===== config.mk =====
export PLATFORM = sky130hd
export DESIGN_NAME = serial_subtractor_flat
export DESIGN_NICKNAME = d
export VERILOG_FILES = /design/src/rtl/serial_subtractor_pkg.sv /design/src/rtl/serial_subtractor_if.sv /design/src/rtl/serial_subtractor_fs_bit.sv /design/src/rtl/serial_subtractor.sv /design/src/flat_wrapper.sv
export SDC_FILE = /design/constraint.sdc
export NUM_CORES = 1
export LEC_CHECK = 0
export BUFFER_PORTS_ARGS = -buffer_cell sky130_fd_sc_hd__buf_2
export CAP_MARGIN = 20
export CORE_MARGIN = 2
export CORE_UTILIZATION = 30
export CTS_BUF_LIST = sky130_fd_sc_hd__clkbuf_16
export DETAILED_ROUTE_END_ITERATION = 16
export GPL_ROUTABILITY_DRIVEN = 0
export GPL_TIMING_DRIVEN = 0
export SYNTH_ARGS = -nofsm -noshare
export SYNTH_HDL_FRONTEND = slang
export SYNTH_HIERARCHICAL = 1
export SYNTH_SLANG_ARGS = --single-unit

===== constraint.sdc =====
create_clock -name clk -period 3.4 [get_ports clk]
set_clock_uncertainty 0.05 [all_clocks]
set_input_delay 0.34 -clock clk [delete_from_list [all_inputs] [get_ports clk]]
set_output_delay 0.34 -clock clk [all_outputs]
set_load 0.1 [all_outputs]

===== src/rtl/serial_subtractor_pkg.sv =====
// Shared types and defaults for the bit-serial subtractor.
// The FSM state encoding is fixed so it stays stable across tools and waveform viewers.
package serial_subtractor_pkg;

    localparam int DEFAULT_WIDTH = 8;

    typedef enum logic [1:0] {
        ST_IDLE  = 2'd0,
        ST_SHIFT = 2'd1,
        ST_DONE  = 2'd2
    } state_e;

endpackage : serial_subtractor_pkg


===== src/rtl/serial_subtractor_if.sv =====
// Start/done handshake bundle between a controller (master) and the serial subtractor (slave).
// SERIAL_SUB_BIN_EN adds the borrow-in input used when chaining wider subtractions.
interface serial_subtractor_if #(
    parameter int WIDTH = serial_subtractor_pkg::DEFAULT_WIDTH
);
    logic             start;
    logic [WIDTH-1:0] a;
    logic [WIDTH-1:0] b;
    logic             busy;
    logic             done;
    logic [WIDTH-1:0] diff;
    logic             borrow_out;
`ifdef SERIAL_SUB_BIN_EN
    logic             bin;

    modport master (output start, a, b, bin, input busy, done, diff, borrow_out);
    modport slave  (input start, a, b, bin, output busy, done, diff, borrow_out);
`else
    modport master (output start, a, b, input busy, done, diff, borrow_out);
    modport slave  (input start, a, b, output busy, done, diff, borrow_out);
`endif
endinterface : serial_subtractor_if


===== src/rtl/serial_subtractor_fs_bit.sv =====
// Combinational full-subtractor cell: d = a ^ b ^ bin, with the matching borrow out.
// Uses the same two-XOR structure as the adder bit cell.
module fs_bit (
    input  logic a,
    input  logic b,
    input  logic bin,
    output logic d,
    output logic bout
);
    logic axb;

    xor u_xor_ab  (axb, a, b);
    xor u_xor_bin (d, axb, bin);

    // Borrow when a<b at this bit, or when a==b and a borrow is still pending.
    assign bout = (~a & b) | (~axb & bin);
endmodule : fs_bit


===== src/rtl/serial_subtractor.sv =====
// Bit-serial a - b, LSB first, one bit per clock with a one-bit borrow register.
// Defining SERIAL_SUB_BIN_EN adds bus.bin as the initial borrow (computes a - b - bin).
module serial_subtractor
    import serial_subtractor_pkg::*;
#(
    parameter int WIDTH = DEFAULT_WIDTH
) (
    input  logic              clk,
    input  logic              rst,
    serial_subtractor_if.slave bus
);
    localparam int CW = (WIDTH > 1) ? $clog2(WIDTH) : 1;
    localparam logic [CW-1:0] LAST_CNT = CW'(WIDTH - 1);

    state_e           state_q, state_d;
    logic [WIDTH-1:0] a_sr_q, a_sr_d;
    logic [WIDTH-1:0] b_sr_q, b_sr_d;
    logic [WIDTH-1:0] res_q, res_d;
    logic [WIDTH-1:0] diff_q, diff_d;
    logic [CW-1:0]    cnt_q, cnt_d;
    logic             br_q, br_d;
    logic             borrow_q, borrow_d;
    logic             busy_q, busy_d;
    logic             done_q, done_d;

    logic             cell_d;
    logic             cell_bout;
    logic             init_borrow;
    logic [WIDTH-1:0] res_shifted;

`ifdef SERIAL_SUB_BIN_EN
    assign init_borrow = bus.bin;
`else
    assign init_borrow = 1'b0;
`endif

    fs_bit u_fs_bit (
        .a    (a_sr_q[0]),
        .b    (b_sr_q[0]),
        .bin  (br_q),
        .d    (cell_d),
        .bout (cell_bout)
    );

    // New bits enter from the MSB so after WIDTH shifts bit 0 lands at index 0.
    assign res_shifted = {cell_d, res_q[WIDTH-1:1]};

    always_comb begin
        state_d  = state_q;
        a_sr_d   = a_sr_q;
        b_sr_d   = b_sr_q;
        res_d    = res_q;
        diff_d   = diff_q;
        cnt_d    = cnt_q;
        br_d     = br_q;
        borrow_d = borrow_q;
        busy_d   = busy_q;
        done_d   = 1'b0;

        case (state_q)
            ST_SHIFT: begin
                a_sr_d = a_sr_q >> 1;
                b_sr_d = b_sr_q >> 1;
                res_d  = res_shifted;
                br_d   = cell_bout;
                if (cnt_q == LAST_CNT) begin
                    diff_d   = res_shifted;
                    borrow_d = cell_bout;
                    busy_d   = 1'b0;
                    done_d   = 1'b1;
                    state_d  = ST_DONE;
                end else begin
                    cnt_d = cnt_q + 1'b1;
                end
            end
            default: begin
                // IDLE and DONE both accept a new request; DONE otherwise falls back to IDLE.
                busy_d  = 1'b0;
                state_d = ST_IDLE;
                if (bus.start) begin
                    a_sr_d  = bus.a;
                    b_sr_d  = bus.b;
                    res_d   = '0;
                    cnt_d   = '0;
                    br_d    = init_borrow;
                    busy_d  = 1'b1;
                    state_d = ST_SHIFT;
                end
            end
        endcase
    end

    always_ff @(posedge clk or posedge rst) begin
        if (rst) begin
            state_q  <= ST_IDLE;
            a_sr_q   <= '0;
            b_sr_q   <= '0;
            res_q    <= '0;
            diff_q   <= '0;
            cnt_q    <= '0;
            br_q     <= 1'b0;
            borrow_q <= 1'b0;
            busy_q   <= 1'b0;
            done_q   <= 1'b0;
        end else begin
            state_q  <= state_d;
            a_sr_q   <= a_sr_d;
            b_sr_q   <= b_sr_d;
            res_q    <= res_d;
            diff_q   <= diff_d;
            cnt_q    <= cnt_d;
            br_q     <= br_d;
            borrow_q <= borrow_d;
            busy_q   <= busy_d;
            done_q   <= done_d;
        end
    end

    assign bus.busy       = busy_q;
    assign bus.done       = done_q;
    assign bus.diff       = diff_q;
    assign bus.borrow_out = borrow_q;

endmodule : serial_subtractor


===== src/flat_wrapper.sv =====
// flat-port wrapper written by rule: the top's interface ports become plain ports
module serial_subtractor_flat import serial_subtractor_pkg::*;
#(
    parameter int WIDTH = DEFAULT_WIDTH
)
  (clk, rst, bus_start, bus_a, bus_b, bus_busy, bus_done, bus_diff, bus_borrow_out);
  serial_subtractor_if #(.WIDTH(WIDTH)) bus_i ();
  input  logic clk;
  input  logic rst;
  input wire logic [$bits(bus_i.start)-1:0] bus_start;
  input wire logic [$bits(bus_i.a)-1:0] bus_a;
  input wire logic [$bits(bus_i.b)-1:0] bus_b;
  output wire logic [$bits(bus_i.busy)-1:0] bus_busy;
  output wire logic [$bits(bus_i.done)-1:0] bus_done;
  output wire logic [$bits(bus_i.diff)-1:0] bus_diff;
  output wire logic [$bits(bus_i.borrow_out)-1:0] bus_borrow_out;
  assign bus_i.start = bus_start;
  assign bus_i.a = bus_a;
  assign bus_i.b = bus_b;
  assign bus_busy = bus_i.busy;
  assign bus_done = bus_i.done;
  assign bus_diff = bus_i.diff;
  assign bus_borrow_out = bus_i.borrow_out;
  serial_subtractor #(.WIDTH(WIDTH)) u_core (.clk(clk), .rst(rst), .bus(bus_i));
endmodule

==> run_results.csv, run 1 <==
group,metric,value,unit
pwr,pwr-share-comb,0.448,
clock_network,clk_pin_slew_worst_paths,0.06,ns
pwr,power_switching,0.941,mW
critical_path,cp_cell_sequence,"ha_1, ha_1, nand3b_4, buf_6, mux2_4",
grt,grt_pass1_wl,5420,um
synthesis,yosys.area.top_type,"dfrtp_1",
grt,gr-total-overflow,0,
synthesis,syn_area_per_cell,12.0,um^2
critical_path,critical_path_class,"register to register",
synthesis,ys_seq_area_frac,0.555,
synthesis,ys_top_cells_by_count,"dfrtp_1 (39), nand2_1 (22), o21ai_0 (20)",
detailed_routing,firstDrtPassIters,4,
layout,register_area,976,um^2
place,dp_hpwl,2090,um
detailed_routing,drc,0,
pwr,power.share.switching,0.436,
floorplanning,ios,30,
sta,fmax,0.622,GHz
min_path,hp-class,"input pin to asynchronous set/reset pin",
clock_network,root_buffer,"clkbuf_16",
pwr,p_leak,1.10,nW
sta,fin_crit_sh,0.473,
clock_network,cts-buffers-inserted,5,
sta,rsz0062_at_grt,"false",
critical_path,endpoint_kind,"register",
floorplanning,die_y,80.6,um
clock_network,cts_tree,"yes",
clock_network,htree_num_levels,2,
layout,multiInputGateArea,687,um^2
layout,n_antenna_cell,0,
pwr,power,2.16,mW
detailed_routing,num_vias,1129,
detailed_routing,vias_per_cell,4.43,
pwr,clock_power_share,0.203,
layout,nFillCells,566,
detailed_routing,wl_per_cell,12.2,um
sta,drv_slew,0,
layout,utilization,0.382,
clock_network,ctsLongestPathBuffers,2,
clock_network,post_cts_buffers,0,
layout,area_growth,21.1,%
run,maxCapViolCount,0,
synthesis,ys_ff_latch,39,
floorplanning,die_w,80.6,um
pwr,irDropWorstVdd,558,uV
synthesis,synth_edf_count,0,
clock_network,ctsResizeCount,0,
synthesis,synth_area_leaders,"dfrtp_1 (56%), mux2i_1 (9.7%), mux2_4 (7.7%)",
grt,grt_pass1_vias,1104,
floorplanning,coreArea,5570,um^2
sta,worst_hold_slack,0.165,ns
grt,grt_max_degree,40,
synthesis,ys.flop_type,"dfrtp_1",
pwr,p_per_area,1020,nW/um^2
grt,grt_util_all_layers,0.110,
critical_path,crit_path_frequent_cell,"ha_1",
critical_path,start_kind,"register",
sta,setup_violations,0,
clock_network,postCtsHoldBufs,0,
layout,design_area,2130,um^2
clock_network,clock_sinks,39,
synthesis,yosys_warnings,6,
sta,tightest_slew,0.802,ns
synthesis,synth_nets,169,
synthesis,synth.top_cell.area_share,0.555,
sta,hold_violations,0,
synthesis,synthCells,147,
synthesis,synth.distinct_cells,23,
layout,nets,204,
critical_path,required,3.51,ns
sta,setup_tns,0,ns
detailed_routing,drt_wl_total,3110,um
pwr,seqPwrFrac,0.349,
floorplanning,start_util,0.315,
floorplanning,core.rowCount,27,
status,outcome,"finished clean",
clock_network,clk_latency,0.27,ns
synthesis,synthesis.area,1760,um^2
layout,layout-drive-gt1-share,0.317,
pwr,cellInternalPower,1.22,mW
grt,antenna_found_initial,0,
detailed_routing,antenna_left,0,
detailed_routing,drt_iter0_markers,116,
sta,relSlewSlack,0.464,
floorplanning,dieArea,6490,um^2
synthesis,yosysMostFrequentCell,"dfrtp_1",
critical_path,worst_path_largest_cell_delay,0.40,ns
sta,layout_min_cycle_time,1.61,ns
critical_path,slowest_stage,"dfrtp_1",
critical_path,crit_fanout,10,
place,port_buffers,28,
critical_path,arrival,1.72,ns
synthesis,async_reset_ff_frac,1.00,
place,place_area,1990,um^2
[worst max-delay path, delay by kind of cell (launching register included)]
| family | cells | cell delay [ns] |
|---|---|---|
| adders and majority gates | 2 | 0.45 |
| DFF | 1 | 0.40 |
| muxes | 1 | 0.31 |
| buffers and inverters | 1 | 0.17 |
| and+or+nand+nor | 1 | 0.11 |
[per-stage QoR]
stage | worst slack, ns | std cells
2_1_floorplan | 1.52 | 147
3_3_place_gp | 1.57 | 247
3_5_place_dp | 1.81 | 247
4_1_cts | 1.78 | 255
5_1_grt | 1.71 | 255
6_report | 1.79 | 255
[sequential cells by signal, indices dropped and copies added, names as in the netlist]
| name | count |
|---|---|
| u_core/a_sr_q | 8 |
| u_core/b_sr_q | 8 |
| u_core/br_q | 1 |
| u_core/bus.borrow_out | 1 |
| u_core/bus.diff | 8 |
| u_core/bus.done | 1 |
| u_core/cnt_q | 3 |
| u_core/res_q | 7 |
| u_core/state_q | 2 |
[cell families after synthesis]
group           share of synthesized area
compound gates                     0.0754
fa+ha+maj                          0.0256
buf+inv                            0.0541
flops                               0.555
mux                                 0.180
simple gates                        0.110
[layout make-up]
| cell class | count | share of cell area |
|---|---|---|
| inverter | 7 | 0.0123 |
| tap | 72 | 0.0423 |
| clock buffer | 5 | 0.0588 |
| sequential | 39 | 0.459 |
| multi-input combinational | 92 | 0.323 |
| buffer | 9 | 0.0323 |
| timing repair buffer | 28 | 0.0658 |
| clock inverter | 3 | 0.00705 |
[per-layer routing]
layer | wire length [um] | track usage | up-vias
met5 | 0 | 0 | -
met4 | 38 | 0.0458 | 0
met3 | 156 | 0.0337 | 5
met2 | 1390 | 0.164 | 24
met1 | 1520 | 0.148 | 538
li1 | - | - | 562
[cells in the final DEF (no fill, tap or decap), types with 2 or more instances in the layout]
master	Yosys	routed
buf_2	1	29
buf_4	4	4
buf_6	2	2
clkbuf_16	0	5
clkinv_2	0	3
dfrtp_1	39	39
ha_1	2	2
inv_1	7	6
mux2_4	9	9
mux2i_1	17	17
nand2_1	22	22
nand2b_1	8	8
nor2_1	3	3
o21ai_0	20	20
o21ai_1	3	3
[power groups by stage]
stage | clock network [mW] | registers (mW) | logic, mW
finish | 0.439 | 0.754 | 0.968
global route | 0.477 | 0.776 | 1.05
CTS | 0.451 | 0.756 | 0.978
detailed placement | 0 | 0.760 | 0.975
global placement | 0 | 0.758 | 0.962
floorplan | 0 | 1.12 | 0.433
[worst paths after layout]
check,start,to,slack [ns],cells past startpoint
max,u_core/cnt_q[0],u_core/bus.diff[4],1.79,5
min,rst,u_core/b_sr_q[7],0.16,2
max reg2reg,u_core/cnt_q[0],u_core/bus.diff[4],1.79,5
min reg2reg,u_core/a_sr_q[4],u_core/a_sr_q[3],0.43,2
max in group asynchronous,rst,u_core/bus.diff[4],2.62,2
min in group clk,bus_b[7],u_core/b_sr_q[7],0.26,3
(Power assumes the default switching activity.)
==> run 2, diff against run 1 <==
Clock period 3.4 ns to 1.3 ns, I/O delays scaled along.
==> run_results.csv, run 2 (synthesis gave the netlist of run 1 again) <==
group,metric,value,unit
status,outcome,"finished with violations",
status,violations,"hold timing, setup timing",
sta,hold_violations,39,
detailed_routing,wl_per_cell,12.5,um
floorplanning,start_util,0.315,
layout,layout_common_cells,"dfrtp_1 (38), buf_2 (29), nand2_1 (22), mux2i_1 (17), o21ai_0 (14)",
floorplanning,die_y,80.6,um
critical_path,slowest_stage,"dfrtp_1",
clock_network,ctsLongestPathBuffers,2,
clock_network,htree_num_levels,2,
run,maxCapViolCount,0,
sta,drv_slew,0,
floorplanning,coreArea,5570,um^2
sta,tightest_slew,0.785,ns
clock_network,cts_tree,"yes",
sta,relSlewSlack,0.476,
critical_path,start_kind,"register",
sta,rsz0062_at_grt,"true",
layout,layout-drive-gt1-share,0.370,
layout,utilization,0.411,
critical_path,critical_path_class,"register to register",
grt,grt_pass1_wl,5640,um
detailed_routing,drc,0,
detailed_routing,num_vias,1158,
grt,grt_util_all_layers,0.116,
clock_network,clock_sinks,39,
sta,layout_min_cycle_time,1.46,ns
place,port_buffers,28,
detailed_routing,drt_iter0_markers,51,
floorplanning,ios,30,
floorplanning,core.rowCount,27,
layout,nFillCells,537,
layout,nets,210,
place,post-place-ws,-0.182,ns
pwr,p_per_area,2780,nW/um^2
critical_path,path_buf_inv,1,
detailed_routing,drt_wl_total,3250,um
grt,antenna_found_initial,0,
floorplanning,dieArea,6490,um^2
pwr,irDropWorstVdd,1540,uV
layout,area_growth,30.5,%
sta,fin_crit_sh,1.12,
min_path,hp-class,"input pin to asynchronous set/reset pin",
floorplanning,die_w,80.6,um
place,placedCellCount,247,
detailed_routing,antenna_left,0,
place,dp_hpwl,2150,um
critical_path,required,1.41,ns
sta,final.setup.worst_slack,-0.156,ns
critical_path,crit_fanout,10,
layout,layoutNonFillerInstCount,261,
sta,fmax,0.687,GHz
layout,layout_commonest_cell,"dfrtp_1",
critical_path,crit_family,"flip-flops",
layout,n_antenna_cell,0,
grt,grt_max_degree,40,
clock_network,root_buffer,"clkbuf_16",
clock_network,clk_latency,0.28,ns
clock_network,clk_pin_slew_worst_paths,0.06,ns
sta,worst_hold_slack,-0.0539,ns
place,place_area,2010,um^2
critical_path,arrival,1.57,ns
clock_network,cts-buffers-inserted,5,
detailed_routing,vias_per_cell,4.44,
critical_path,worst_path_largest_cell_delay,0.38,ns
critical_path,endpoint_kind,"register",
detailed_routing,firstDrtPassIters,7,
sta,setup_violations,12,
grt,grt_pass1_vias,1192,
grt,gr-total-overflow,0,
layout,design_area,2290,um^2
critical_path,cp_cell_sequence,"ha_2, ha_4, nand3b_4, buf_12, mux2_4",
pwr,p_leak,1.17,nW
run 2: final cells by class:
class                   count  area, um^2  area share
plain buffers               9        90.1      0.0393
clock buffers               5         125      0.0546
clock inverters             3        67.6      0.0295
inverters                   7        26.3      0.0115
multi-input cells          92         713       0.311
flip-flops and latches     39         980       0.427
well taps                  72        90.1      0.0393
repair buffers             34         201      0.0878
run 2: path summary, 6_finish.rpt:
kind	startpoint	endpoint	slack, ns	depth (start not counted)
setup / recovery	u_core/cnt_q[1]	u_core/bus.diff[7]	-0.16	5
hold / removal	rst	u_core/b_sr_q[7]	-0.05	2
setup reg to reg	u_core/cnt_q[1]	u_core/bus.diff[7]	-0.16	5
hold reg to reg	u_core/b_sr_q[4]	u_core/b_sr_q[3]	0.43	2
max in group asynchronous	rst	u_core/state_q[0]	0.66	2
min in group clk	bus_a[7]	u_core/a_sr_q[7]	0.05	3
run 2: worst reg2reg max path, delay by kind of cell, from the launching register on:
kind	cells	cell delay [ns]
DFF	1	0.38
adders and majority gates	2	0.37
muxes	1	0.30
buffers and inverters	1	0.15
and+or+nand+nor	1	0.10
run 2: metal layers:
| metal | GRT usage | up-vias | part of all wire |
|---|---|---|---|
| met1 | 0.152 | 546 | 0.47 |
| met2 | 0.182 | 27 | 0.47 |
| met3 | 0.0303 | 7 | 0.050 |
| met4 | 0.0458 | 0 | 0.015 |
| li1 | - | 578 | - |
| met5 | 0 | - | 0 |
run 2: metrics by stage:
step	TNS [ns]	power, mW
detailed placement	-1.74	4.61
global placement	-14.82	4.55
floorplan	-2.55	4.12
finish	-1.50	6.37
CTS	-1.54	6.35
global route	-2.10	6.78
run 2: where the power goes:
| group | internal [mW] | switching (mW) | leakage, nW |
|---|---|---|---|
| Clock | 1.10 | 0.469 | 0.0900 |
| Sequential | 1.69 | 0.287 | 0.502 |
| Combinational | 1.01 | 1.81 | 0.576 |
| Total | 3.80 | 2.57 | 1.17 |
run 2: repair_timing:
action                                  in CTS  in global routing
endpoints found under the setup margin      21                 34
pin swaps                                    1                  1
endpoints found under the hold margin       39                  0
gates resized for setup                      4                 12
buffers inserted                             5                  1
